`src/rtl/sys_defs.sv`:
```
// rtl/sys_defs.sv - shared widths, memory-size encoding and load-path packet types
package sys_defs;

    localparam int XLEN        = 32;
    localparam int ROB_TAG_LEN = 5;
    localparam int ACU_DEPTH   = 4;

    typedef enum logic [1:0] {
        MEM_BYTE = 2'd0,
        MEM_HALF = 2'd1,
        MEM_WORD = 2'd2
    } MEM_SIZE;

    typedef struct packed {
        logic                   valid;
        logic [XLEN-1:0]        address;
        logic [ROB_TAG_LEN-1:0] rd_tag;
        MEM_SIZE                mem_size;
    } LB_PACKET;

    typedef struct packed {
        logic                   valid;
        logic                   base_ready;
        logic [XLEN-1:0]        base_value;
        logic [ROB_TAG_LEN-1:0] base_tag;
        logic [XLEN-1:0]        imm;
        logic [ROB_TAG_LEN-1:0] rd_tag;
        MEM_SIZE                mem_size;
    } ACU_ENTRY;

endpackage

```
`src/rtl/address_calc_unit.sv`:
```
// rtl/address_calc_unit.sv - in-order load address queue feeding the load buffer
module address_calc_unit
    import sys_defs::*;
#(
    parameter int DEPTH = ACU_DEPTH
) (
    input  logic                   clock,
    input  logic                   reset,
    input  logic                   squash,
    input  logic                   dispatch_enable,
    input  logic                   dispatch_base_ready,
    input  logic [XLEN-1:0]        dispatch_base_value,
    input  logic [ROB_TAG_LEN-1:0] dispatch_base_tag,
    input  logic [XLEN-1:0]        dispatch_imm,
    input  logic [ROB_TAG_LEN-1:0] dispatch_rd_tag,
    input  logic [1:0]             dispatch_mem_size,
    input  logic                   cdb_valid,
    input  logic [ROB_TAG_LEN-1:0] cdb_tag,
    input  logic [XLEN-1:0]        cdb_value,
    input  logic                   lb_full,
    output LB_PACKET               lb_packet_out,
    output logic                   alloc_enable,
    output logic                   acu_full
);

    localparam int PTR_W = $clog2(DEPTH);
    localparam int CNT_W = PTR_W + 1;
    localparam logic [CNT_W-1:0] FULL_COUNT = CNT_W'(DEPTH);
    localparam logic [PTR_W-1:0] PTR_ONE    = PTR_W'(1);

    ACU_ENTRY               entries [DEPTH];
    logic [PTR_W-1:0]       head;
    logic [PTR_W-1:0]       tail;
    logic [CNT_W-1:0]       count;

    ACU_ENTRY               head_entry;
    ACU_ENTRY               new_entry;
    logic                   dispatch_accept;
    logic                   dispatch_bypass;
    logic [DEPTH-1:0]       wake;
    logic [XLEN-1:0]        head_address;

    assign head_entry   = entries[head];
    assign acu_full     = (count == FULL_COUNT);
    assign head_address = head_entry.base_value + head_entry.imm;

    assign alloc_enable    = head_entry.valid && head_entry.base_ready && !lb_full && !squash;
    assign dispatch_accept = dispatch_enable && !acu_full && !squash;
    assign dispatch_bypass = !dispatch_base_ready && cdb_valid && (cdb_tag == dispatch_base_tag);

    always_comb begin
        for (int i = 0; i < DEPTH; i++) begin
            wake[i] = entries[i].valid && !entries[i].base_ready && cdb_valid
                      && (entries[i].base_tag == cdb_tag);
        end
    end

    always_comb begin
        new_entry          = '0;
        new_entry.valid    = 1'b1;
        new_entry.imm      = dispatch_imm;
        new_entry.rd_tag   = dispatch_rd_tag;
        new_entry.mem_size = MEM_SIZE'(dispatch_mem_size);
        new_entry.base_tag = dispatch_base_tag;
        if (dispatch_base_ready) begin
            new_entry.base_ready = 1'b1;
            new_entry.base_value = dispatch_base_value;
        end else if (dispatch_bypass) begin
            new_entry.base_ready = 1'b1;
            new_entry.base_value = cdb_value;
        end
    end

    // Fields are shown whenever the head holds a load; valid marks the actual allocation.
    always_comb begin
        lb_packet_out = '0;
        if (head_entry.valid) begin
            lb_packet_out.valid    = alloc_enable;
            lb_packet_out.address  = head_address;
            lb_packet_out.rd_tag   = head_entry.rd_tag;
            lb_packet_out.mem_size = head_entry.mem_size;
        end
    end

    always_ff @(posedge clock or posedge reset) begin
        if (reset) begin
            head  <= '0;
            tail  <= '0;
            count <= '0;
            for (int i = 0; i < DEPTH; i++) begin
                entries[i] <= '0;
            end
        end else if (squash) begin
            head  <= '0;
            tail  <= '0;
            count <= '0;
            for (int i = 0; i < DEPTH; i++) begin
                entries[i] <= '0;
            end
        end else begin
            for (int i = 0; i < DEPTH; i++) begin
                if (wake[i]) begin
                    entries[i].base_ready <= 1'b1;
                    entries[i].base_value <= cdb_value;
                end
            end
            // Head and tail only coincide when empty or full, so these writes never collide.
            if (alloc_enable) begin
                entries[head] <= '0;
                head          <= head + PTR_ONE;
            end
            if (dispatch_accept) begin
                entries[tail] <= new_entry;
                tail          <= tail + PTR_ONE;
            end
            case ({dispatch_accept, alloc_enable})
                2'b10:   count <= count + CNT_W'(1);
                2'b01:   count <= count - CNT_W'(1);
                default: count <= count;
            endcase
        end
    end

endmodule

```
`config.mk`:
```
export PLATFORM = sky130hd
export DESIGN_NAME = address_calc_unit
export DESIGN_NICKNAME = d
export VERILOG_FILES = /design/src/rtl/sys_defs.sv /design/src/rtl/address_calc_unit.sv
export SDC_FILE = /design/constraint.sdc
export NUM_CORES = 1
export LEC_CHECK = 0
export CAP_MARGIN = 10
export CELL_PAD_IN_SITES_DETAIL_PLACEMENT = 0
export CELL_PAD_IN_SITES_GLOBAL_PLACEMENT = 1
export CORE_UTILIZATION = 48
export CTS_BUF_LIST = sky130_fd_sc_hd__clkbuf_4 sky130_fd_sc_hd__clkbuf_8
export CTS_CLUSTER_DIAMETER = 80
export CTS_CLUSTER_SIZE = 10
export DETAILED_ROUTE_END_ITERATION = 8
export PLACE_DENSITY_LB_ADDON = 0.1
export SLEW_MARGIN = 30
export SYNTH_ARGS = -nofsm -noshare
export SYNTH_HDL_FRONTEND = slang
export SYNTH_SLANG_ARGS = --single-unit
```
`constraint.sdc`:
```
create_clock -name clock -period 12.08 [get_ports clock]
set_input_delay 1.812 -clock clock [delete_from_list [all_inputs] [get_ports clock]]
set_output_delay 1.812 -clock clock [all_outputs]
set_load 0.02 [all_outputs]
```
==> results of run 1 <==
==> per-layer routing <==
layer | global-route usage | routed length (um)
met5 | 0 | 0
met4 | 0.0923 | 1480
met3 | 0.0366 | 3330
met2 | 0.486 | 27100
met1 | 0.422 | 24500
==> critical path, cell delays in order (launching register included) <==
cell             delay, ps
dfrtp_4                860
buf_4                  640
mux4_2                 330
ha_1                   200
inv_1                   70
fa_1                   420
and2b_1                240
o2111ai_1              190
a2111oi_0              690
o21ai_1                280
a211oi_1               380
nor3_1                  80
nor3_1                 220
clkdlybuf4s50_1        650
==> cells in the mapped netlist (8+ instances only) <==
master,instances
mux2i_1,100
ha_1,39
nand2_1,52
xnor2_1,28
and2_1,15
o21ai_0,13
a22oi_1,138
clkbuf_1,70
inv_1,18
a2bb2oi_1,36
nor2_1,241
xor2_1,27
mux4_2,72
buf_2,36
dfrtp_1,319
mux2_2,36
o22ai_1,32
a21o_1,14
o22a_1,28
buf_1,11
a22o_1,106
nand2b_1,8
buf_6,14
a21oi_1,31
nor3_1,12
==> layout make-up <==
type | instances | area [um2]
clock inverter | 1 | 7.51
tap | 468 | 586
sequential | 319 | 7990
antenna | 1 | 2.50
timing repair buffer | 186 | 1830
inverter | 18 | 75.1
clock buffer | 41 | 552
fill | 3263 | 16400
multi-input combinational | 1128 | 9180
==> power by group through the flow <==
| stage | logic [mW] | registers (mW) | clock network, mW |
|---|---|---|---|
| 4_1_cts | 0.322 | 1.11 | 0.697 |
| 2_1_floorplan | 0.190 | 1.13 | 0 |
| 5_1_grt | 0.345 | 1.12 | 0.735 |
| 6_report | 0.321 | 1.11 | 0.680 |
| 3_3_place_gp | 0.316 | 1.13 | 0 |
| 3_5_place_dp | 0.321 | 1.13 | 0 |
==> state kept, by name, summed over array words and instances (netlist names) <==
register / cells
tail: 2
entries: 312
head: 2
count: 3
==> worst max-delay path by stage <==
stage	start	end	slack [ps]
6_report	head[1]	lb_packet_out[37]	4400
5_1_grt	head[0]	lb_packet_out[27]	4090
4_1_cts	head[0]	lb_packet_out[27]	4390
3_5_place_dp	head[0]	lb_packet_out[27]	5010
3_3_place_gp	head[0]	lb_packet_out[27]	5070
2_1_floorplan	reset	count[0]	1440
==> layout by cell type, fill, tap and decap left out, drive strengths merged, types with 3 or more instances in the layout <==
| master | instances |
|---|---|
| a2bb2oi | 36 |
| inv | 18 |
| nand2 | 55 |
| a22o | 106 |
| nand2b | 8 |
| nand3 | 4 |
| nand4 | 7 |
| clkdlybuf4s50 | 160 |
| o211ai | 4 |
| nor2b | 5 |
| xor2 | 27 |
| o21a | 6 |
| nor3 | 13 |
| a22oi | 138 |
| clkbuf | 41 |
| and3 | 3 |
| mux2 | 37 |
| buf | 26 |
| ha | 39 |
| o22ai | 32 |
| or4 | 4 |
| nor2 | 244 |
| a21oi | 35 |
| a31oi | 6 |
| mux2i | 100 |
| o31ai | 3 |
| a21o | 14 |
| o21bai | 6 |
| nor4 | 4 |
| or2 | 4 |
| o22a | 28 |
| dfrtp | 319 |
| and2 | 15 |
| mux4 | 72 |
| o21ai | 17 |
| a211oi | 4 |
| xnor2 | 28 |
==> logic make-up (layout without fill, tap and decap cells) <==
kind of cell    after synthesis  in the layout
compound gates              450            450
xor+xnor                     55             55
fa+ha+maj                    41             41
buf+inv                     151            246
flops                       319            319
mux                         209            209
other cells                   0              1
simple gates                373            373
==> metrics.yaml, run 1 <==
placement:
  dp_slack_ps: 5010
  gp_congestion: 0.850
  placedCellCount: 2119
  place_area_mm2: 0.0197
  io_buffer_count: 161
  dpl.hpwl_mm: 34.9
timing:
  maxSlewHeadroom: 0.305
  fin_hold_ws_ps: 496
  maxSlewViolCount: 0
  hold_viol_final: 0
  worst_slew_pin_slew_ps: 1040
  fin_setup_tns_ps: 0
  rsz0062_at_grt: "no"
  fin_skew_ps: 33.4
  clock.fmax_mhz: 130
  finalCriticalPeriod_ps: 7680
  fin_ws_ps: 4400
  setup-violations-final: 0
  post-route-period-util: 0.636
critical_path:
  start_kind: "flip-flop"
  critPathKind: "flip-flop to primary output"
  cp_data_required_time_ps: 10270
  reg2reg_slack_ps: 7700
  worstRegToRegCells: 8
  r2r_start: "head[0]"
  cp.arrival_ps: 5870
  worst-path-max-fanout: 40
  end_kind: "primary output"
  regToRegEndpoint: "entries[156]"
drt:
  wl_mm: 56.5
  drt_iter0_drc: 1316
  via_count: 14000
  ant_nets: 0
  dr.pass1.iters: 6
  post_drt_wl_per_cell_um: 26.1
  viasPerCell: 6.49
  route.detailed.drc: 0
power_and_ir_drop:
  peakVddDrop_uv: 60.5
  power_switching_share: 0.284
  leakagePower_nw: 9.32
  power_density_mw_per_mm2: 105
  seqPwrFrac: 0.526
  power.switching_uw: 600
  total_power_mw: 2.11
  clkPwrFrac: 0.322
  p_int_mw: 1.51
  power_frac_comb: 0.152
cts:
  cts_setup_buffers: 0
  root_buffer: "clkbuf_8"
  tritoncts: "done"
  postCtsHoldBufs: 0
  clk_pin_slew_ps: 80
  cts-buffers-inserted: 37
  clockBufferDepth: 3
  cts.repair.resized: 0
  clk_latency_ps: 570
  htreeDepth: 2
  clock_sinks: 319
yosys:
  async_reset_ff_frac: 1.00
  yosys_warnings: 0
  synth.area.top_cells: "dfrtp_1 (45%), mux4_2 (9.1%), a22oi_1 (5.8%)"
  syn_inst: 1598
  ys_seq_elements: 319
  synth-main-ff-cell: "dfrtp_1"
  synth_xor_area_frac: 0.0270
  synthSimpleGateAreaFrac: 0.0900
  synth_edf_count: 0
  ys_types: 69
  synth_top_area_share: 0.448
  avgSynthCellArea_um2: 11.2
  synth.area.mux_share: 0.170
  synth_adder_area_share: 0.0296
  synth_top_family_by_area: "compound AO/OA/AOI/OAI gates"
  yosysTopAreaCell: "dfrtp_1"
  syn_nets: 1759
  ys_seq_area_frac: 0.448
  synth_compound_area_frac: 0.195
  synthesis.area_mm2: 0.0178
die:
  die_area_mm2: 0.0379
  die_h_um: 195
  core-area_mm2: 0.0366
  fp-row-count: 70
  ios: 162
  initial_utilization: 0.487
  die_w_um: 195
global_route:
  grt_first_pass_wirelength_mm: 87.4
  grt_usage: 0.300
  grt_overflow: 0
  grt_max_degree: 104
  antenna_found_initial: 1
  grt_pass1_vias: 14300
run:
  drv_cap: 0
final_layout:
  design_area_mm2: 0.0202
  area_growth_pct: 13.4
  nets: 1851
  instances_no_fill: 2162
  final_util: 0.552
  post_route_cells_drive_above_1_share: 0.123
worst_hold_path:
  min_path_cells: 1
  min_path_type: "flip-flop to flip-flop"
  min_from: "entries[112]"
  hold_end: "entries[112]"
run_status:
  outcome: "completed"
Note: power is estimated with default switching activity, not from simulation.
==> run 2: changes to the inputs <==
Settings changed: CORE_UTILIZATION 48 to 44.
Clock period 12.08 ns to 6.72 ns, I/O delays scaled along.
==> metrics.yaml, run 2 (synthesis gave the netlist of run 1 again) <==
placement:
  gp_congestion: 0.872
  io_buffer_count: 161
  placedCellCount: 2178
  dp_slack_ps: 875
  place_area_mm2: 0.0198
  dpl.hpwl_mm: 36.2
die:
  die_h_um: 203
  initial_utilization: 0.448
  die_w_um: 203
  core-area_mm2: 0.0398
  ios: 162
  fp-row-count: 73
  die_area_mm2: 0.0413
final_layout:
  final_util: 0.512
  antenna_cells: 0
  design_area_mm2: 0.0204
  post_route_cells_drive_above_1_share: 0.126
  nets: 1855
  layout_common_cells: "dfrtp_1 (317), nor2_1 (238), clkdlybuf4s50_1 (160), a22oi_1 (138), a22o_1 (106)"
  area_growth_pct: 14.4
  top_register: "entries"
  final_common_cell: "dfrtp_1"
  largestRegisters: "entries: 312 flops, count: 3 flops"
  largest_reg_flops: 312
  instances_no_fill: 2225
timing:
  worst_slew_pin_slew_ps: 1040
  fin_hold_ws_ps: 497
  finalCriticalPeriod_ps: 6330
  fin_setup_tns_ps: 0
  post-route-period-util: 0.942
  hold_viol_final: 0
  rsz0062_at_grt: "no"
  fin_skew_ps: 38.0
  maxSlewViolCount: 0
  maxSlewHeadroom: 0.306
  clock.fmax_mhz: 158
  fin_ws_ps: 388
  setup-violations-final: 0
critical_path:
  end_kind: "primary output"
  cpMaxStageDelayCell: "dfrtp_4"
  crit_chain: "buf_4, mux4_2, ha_1, nand2_1, a21oi_1, o211ai_1, a211o_1, and3b_1, or4_1, mux2i_1, clkdlybuf4s50_1"
  cpPeakStageDelay_ps: 890
  start_kind: "flip-flop"
  worst-path-max-fanout: 41
  path_delay_family: "buffers and inverters"
  critPathKind: "flip-flop to primary output"
  path_buf_inv: 2
  cp.arrival_ps: 5320
  cp_data_required_time_ps: 5710
cts:
  htreeDepth: 2
  clockBufferDepth: 3
  cts_setup_buffers: 0
  clock_sinks: 319
  clk_latency_ps: 600
  tritoncts: "done"
  clk_pin_slew_ps: 70
  root_buffer: "clkbuf_8"
  postCtsHoldBufs: 0
  cts-buffers-inserted: 38
drt:
  via_count: 14100
  post_drt_wl_per_cell_um: 26.1
  wl_mm: 58.1
  route.detailed.drc: 0
  drt_iter0_drc: 1200
  ant_nets: 0
  dr.pass1.iters: 5
  viasPerCell: 6.32
global_route:
  antenna_found_initial: 0
  top_usage_layer: "met2"
  grt_pass1_vias: 14300
  grt_overflow: 0
  grt_util_met3: 0.0380
  use_met1: 0.407
  grt_max_degree: 159
  gr-usage-met2: 0.457
  grt_first_pass_wirelength_mm: 90.0
  grt_usage: 0.286
power_and_ir_drop:
  total_power_mw: 3.84
  leakagePower_nw: 9.35
  peakVddDrop_uv: 100
  power_density_mw_per_mm2: 188
run:
  drv_cap: 0
worst_hold_path:
  min_path_type: "flip-flop to flip-flop"
run_status:
  outcome: "completed"
[run 2: cell count changes in the layout (fill, tap and decap cells not counted), moves of 2 or more]
cell / change
and2_1: +2
and2_2: -2
buf_12: +5
buf_4: -2
clkinv_2: +2
clkinvlp_4: +3
[run 2: layout make-up]
type / instances / area [um2]
repair buffers: 189 / 1910
flip-flops and latches: 319 / 7990
well taps: 525 / 657
multi-input cells: 1128 / 9180
inverters: 18 / 71.3
fillers: 3603 / 19400
clock inverters: 6 / 41.3
clock buffers: 40 / 538
[run 2: path summary, 6_finish.rpt]
check | from | end | slack, ps | cells after the start
setup / recovery | head[1] | lb_packet_out[38] | 390 | 11
hold / removal | entries[2] | entries[2] | 500 | 1
setup reg to reg | head[1] | entries[82] | 2440 | 9
hold reg to reg | entries[2] | entries[2] | 500 | 1
max in group asynchronous | reset | entries[82] | 4530 | 4
min in group asynchronous | reset | entries[62] | 710 | 2
[run 2: repair_timing]
item                                    in CTS  in global routing
endpoints found under the setup margin       0                  3
endpoints found under the hold margin        0                  0
resized for setup                            0                  2
[run 2: worst register-to-register path, stage by stage, from the launching register on]
cell and delay (ps):
dfrtp_4 890, buf_4 630, mux4_2 660, nand2_2 270, nor2_4 110, nand2_2 120
nand2_1 100, nor2_4 720, buf_4 470, a22o_1 210
[run 2: power breakdown]
group / internal [mW] / switching [mW] / total [mW]
Combinational: 0.230 / 0.358 / 0.588
Sequential: 1.97 / 0.0331 / 2.00
Clock: 0.528 / 0.724 / 1.25
[run 2: routing by layer]
metal,vias up,wire [um]
li1,6179,-
met1,7266,26100
met2,549,27200
met3,79,3430
met4,0,1330
met5,-,0
==> run 3: changes to the inputs <==
Settings changed: CAP_MARGIN 10 to unset, CTS_BUF_LIST sky130_fd_sc_hd__clkbuf_4 sky130_fd_sc_hd__clkbuf_8 to sky130_fd_sc_hd__clkbuf_8, PLACE_DENSITY set to 0.88, PLACE_DENSITY_LB_ADDON 0.1 to unset.
==> metrics.yaml, run 3 (synthesis gave the netlist of run 1 again) <==
drt:
  viasPerCell: 6.41
  drt_iter0_drc: 1286
  route.detailed.drc: 0
  post_drt_wl_per_cell_um: 24.5
  ant_nets: 0
  wl_mm: 54.4
  via_count: 14200
  dr.pass1.iters: 6
global_route:
  grt_util_met3: 0.0352
  grt_max_degree: 141
  use_met1: 0.379
  grt_usage: 0.265
  antenna_found_initial: 1
  grt_overflow: 0
  grt_pass1_vias: 14500
  grt_first_pass_wirelength_mm: 85.4
  top_usage_layer: "met2"
  gr-usage-met2: 0.419
final_layout:
  layout_common_cells: "dfrtp_1 (317), nor2_1 (238), clkdlybuf4s50_1 (160), a22oi_1 (138), a22o_1 (106)"
  top_register: "entries"
  final_util: 0.510
  final_common_cell: "dfrtp_1"
  fillers: 3503
  antenna_cells: 0
  nets: 1852
  largestRegisters: "entries: 312 flops, count: 3 flops"
  area_growth_pct: 13.9
  post_route_cells_drive_above_1_share: 0.122
  largest_reg_flops: 312
placement:
  dpl.hpwl_mm: 35.0
  io_buffer_count: 161
  gp_congestion: 0.920
cts:
  tritoncts: "done"
  cts_setup_buffers: 0
  clk_latency_ps: 560
  clockBufferDepth: 3
  postCtsHoldBufs: 0
  root_buffer: "clkbuf_8"
  clock_sinks: 319
  htreeDepth: 2
  clk_pin_slew_ps: 70
  cts-buffers-inserted: 37
power_and_ir_drop:
  peakVddDrop_uv: 111
  seqPwrFrac: 0.533
  power_density_mw_per_mm2: 185
  total_power_mw: 3.75
  power_frac_comb: 0.153
  clkPwrFrac: 0.314
  p_int_mw: 2.69
  leakagePower_nw: 9.31
  power_switching_share: 0.284
  power.switching_mw: 1.06
critical_path:
  critPathMostFrequentCell: "o21ai_0"
  cp.arrival_ps: 5240
  path_buf_inv: 2
  cp_data_required_time_ps: 5710
  critPathKind: "flip-flop to primary output"
  start_kind: "flip-flop"
  worst-path-max-fanout: 25
  path_delay_family: "compound AO/OA/AOI/OAI gates"
  crit_chain: "buf_6, mux4_2, ha_1, a21oi_1, o21ai_0, a21o_1, a31oi_1, o21ai_0, o31ai_1, mux2i_1, clkdlybuf4s50_1"
  cpMaxStageDelayCell: "dfrtp_4"
  cpPeakStageDelay_ps: 760
  end_kind: "primary output"
timing:
  fin_setup_tns_ps: 0
  maxSlewViolCount: 0
  setup-violations-final: 0
  clock.fmax_mhz: 160
  fin_skew_ps: 30.6
  rsz0062_at_grt: "no"
  hold_viol_final: 0
  worst_slew_pin_slew_ps: 992
  finalCriticalPeriod_ps: 6250
  fin_hold_ws_ps: 498
  post-route-period-util: 0.930
  maxSlewHeadroom: 0.339
die:
  die_w_um: 203
  die_h_um: 203
  ios: 162
  initial_utilization: 0.448
  core-area_mm2: 0.0398
  fp-row-count: 73
  die_area_mm2: 0.0413
run_status:
  outcome: "completed"
worst_hold_path:
  min_path_type: "flip-flop to flip-flop"
run:
  drv_cap: 0
-- run 3: stage by stage --
stage          instances  area [um2]  worst slack, ps
4_1_cts             2217       20300              335
5_1_grt             2219       20300              167
2_1_floorplan       1598       17800             1460
3_5_place_dp        2175       19700              933
3_3_place_gp        2174       19700              982
6_report            2219       20300              470
-- run 3: path summary, 6_finish.rpt --
kind / startpoint / end / slack, ps / cells past startpoint
worst max-delay path: head[0] / lb_packet_out[27] / 470 / 11
worst min-delay path: entries[14] / entries[14] / 500 / 1
worst max register to register: head[0] / entries[258] / 2470 / 8
worst min register to register: entries[14] / entries[14] / 500 / 1
max in group asynchronous: reset / count[2] / 4570 / 4
min in group asynchronous: reset / entries[285] / 810 / 2
-- run 3: area by class of cell --
| cell class | count | area (um2) | share of cell area |
|---|---|---|---|
| Timing Repair Buffer | 187 | 1860 | 0.0915 |
| Clock inverter | 5 | 26.3 | 0.00129 |
| Multi-Input combinational cell | 1128 | 9190 | 0.453 |
| Sequential cell | 319 | 7990 | 0.394 |
| Clock buffer | 37 | 509 | 0.0251 |
| Inverter | 18 | 71.3 | 0.00351 |
| Tap cell | 525 | 657 | 0.0324 |
-- run 3: power by group through the flow --
stage	clock [mW]	combinational [mW]	sequential, mW
2_1_floorplan	0	0.342	2.03
3_3_place_gp	0	0.558	2.03
3_5_place_dp	0	0.568	2.04
4_1_cts	1.20	0.571	2.00
5_1_grt	1.27	0.617	2.01
6_report	1.18	0.575	2.00
-- run 3: metal layers --
metal  routed length (um)  up-vias
met3                 4200       97
met2                25200      711
li1                     -     6166
met4                 1420        0
met1                23600     7256
met5                    0        -
-- run 3: what timing repair did --
item | in CTS | in global routing
endpoints found under the hold margin | 0 | 0
setup endpoints to repair | 0 | 1
resized for setup | 0 | 1
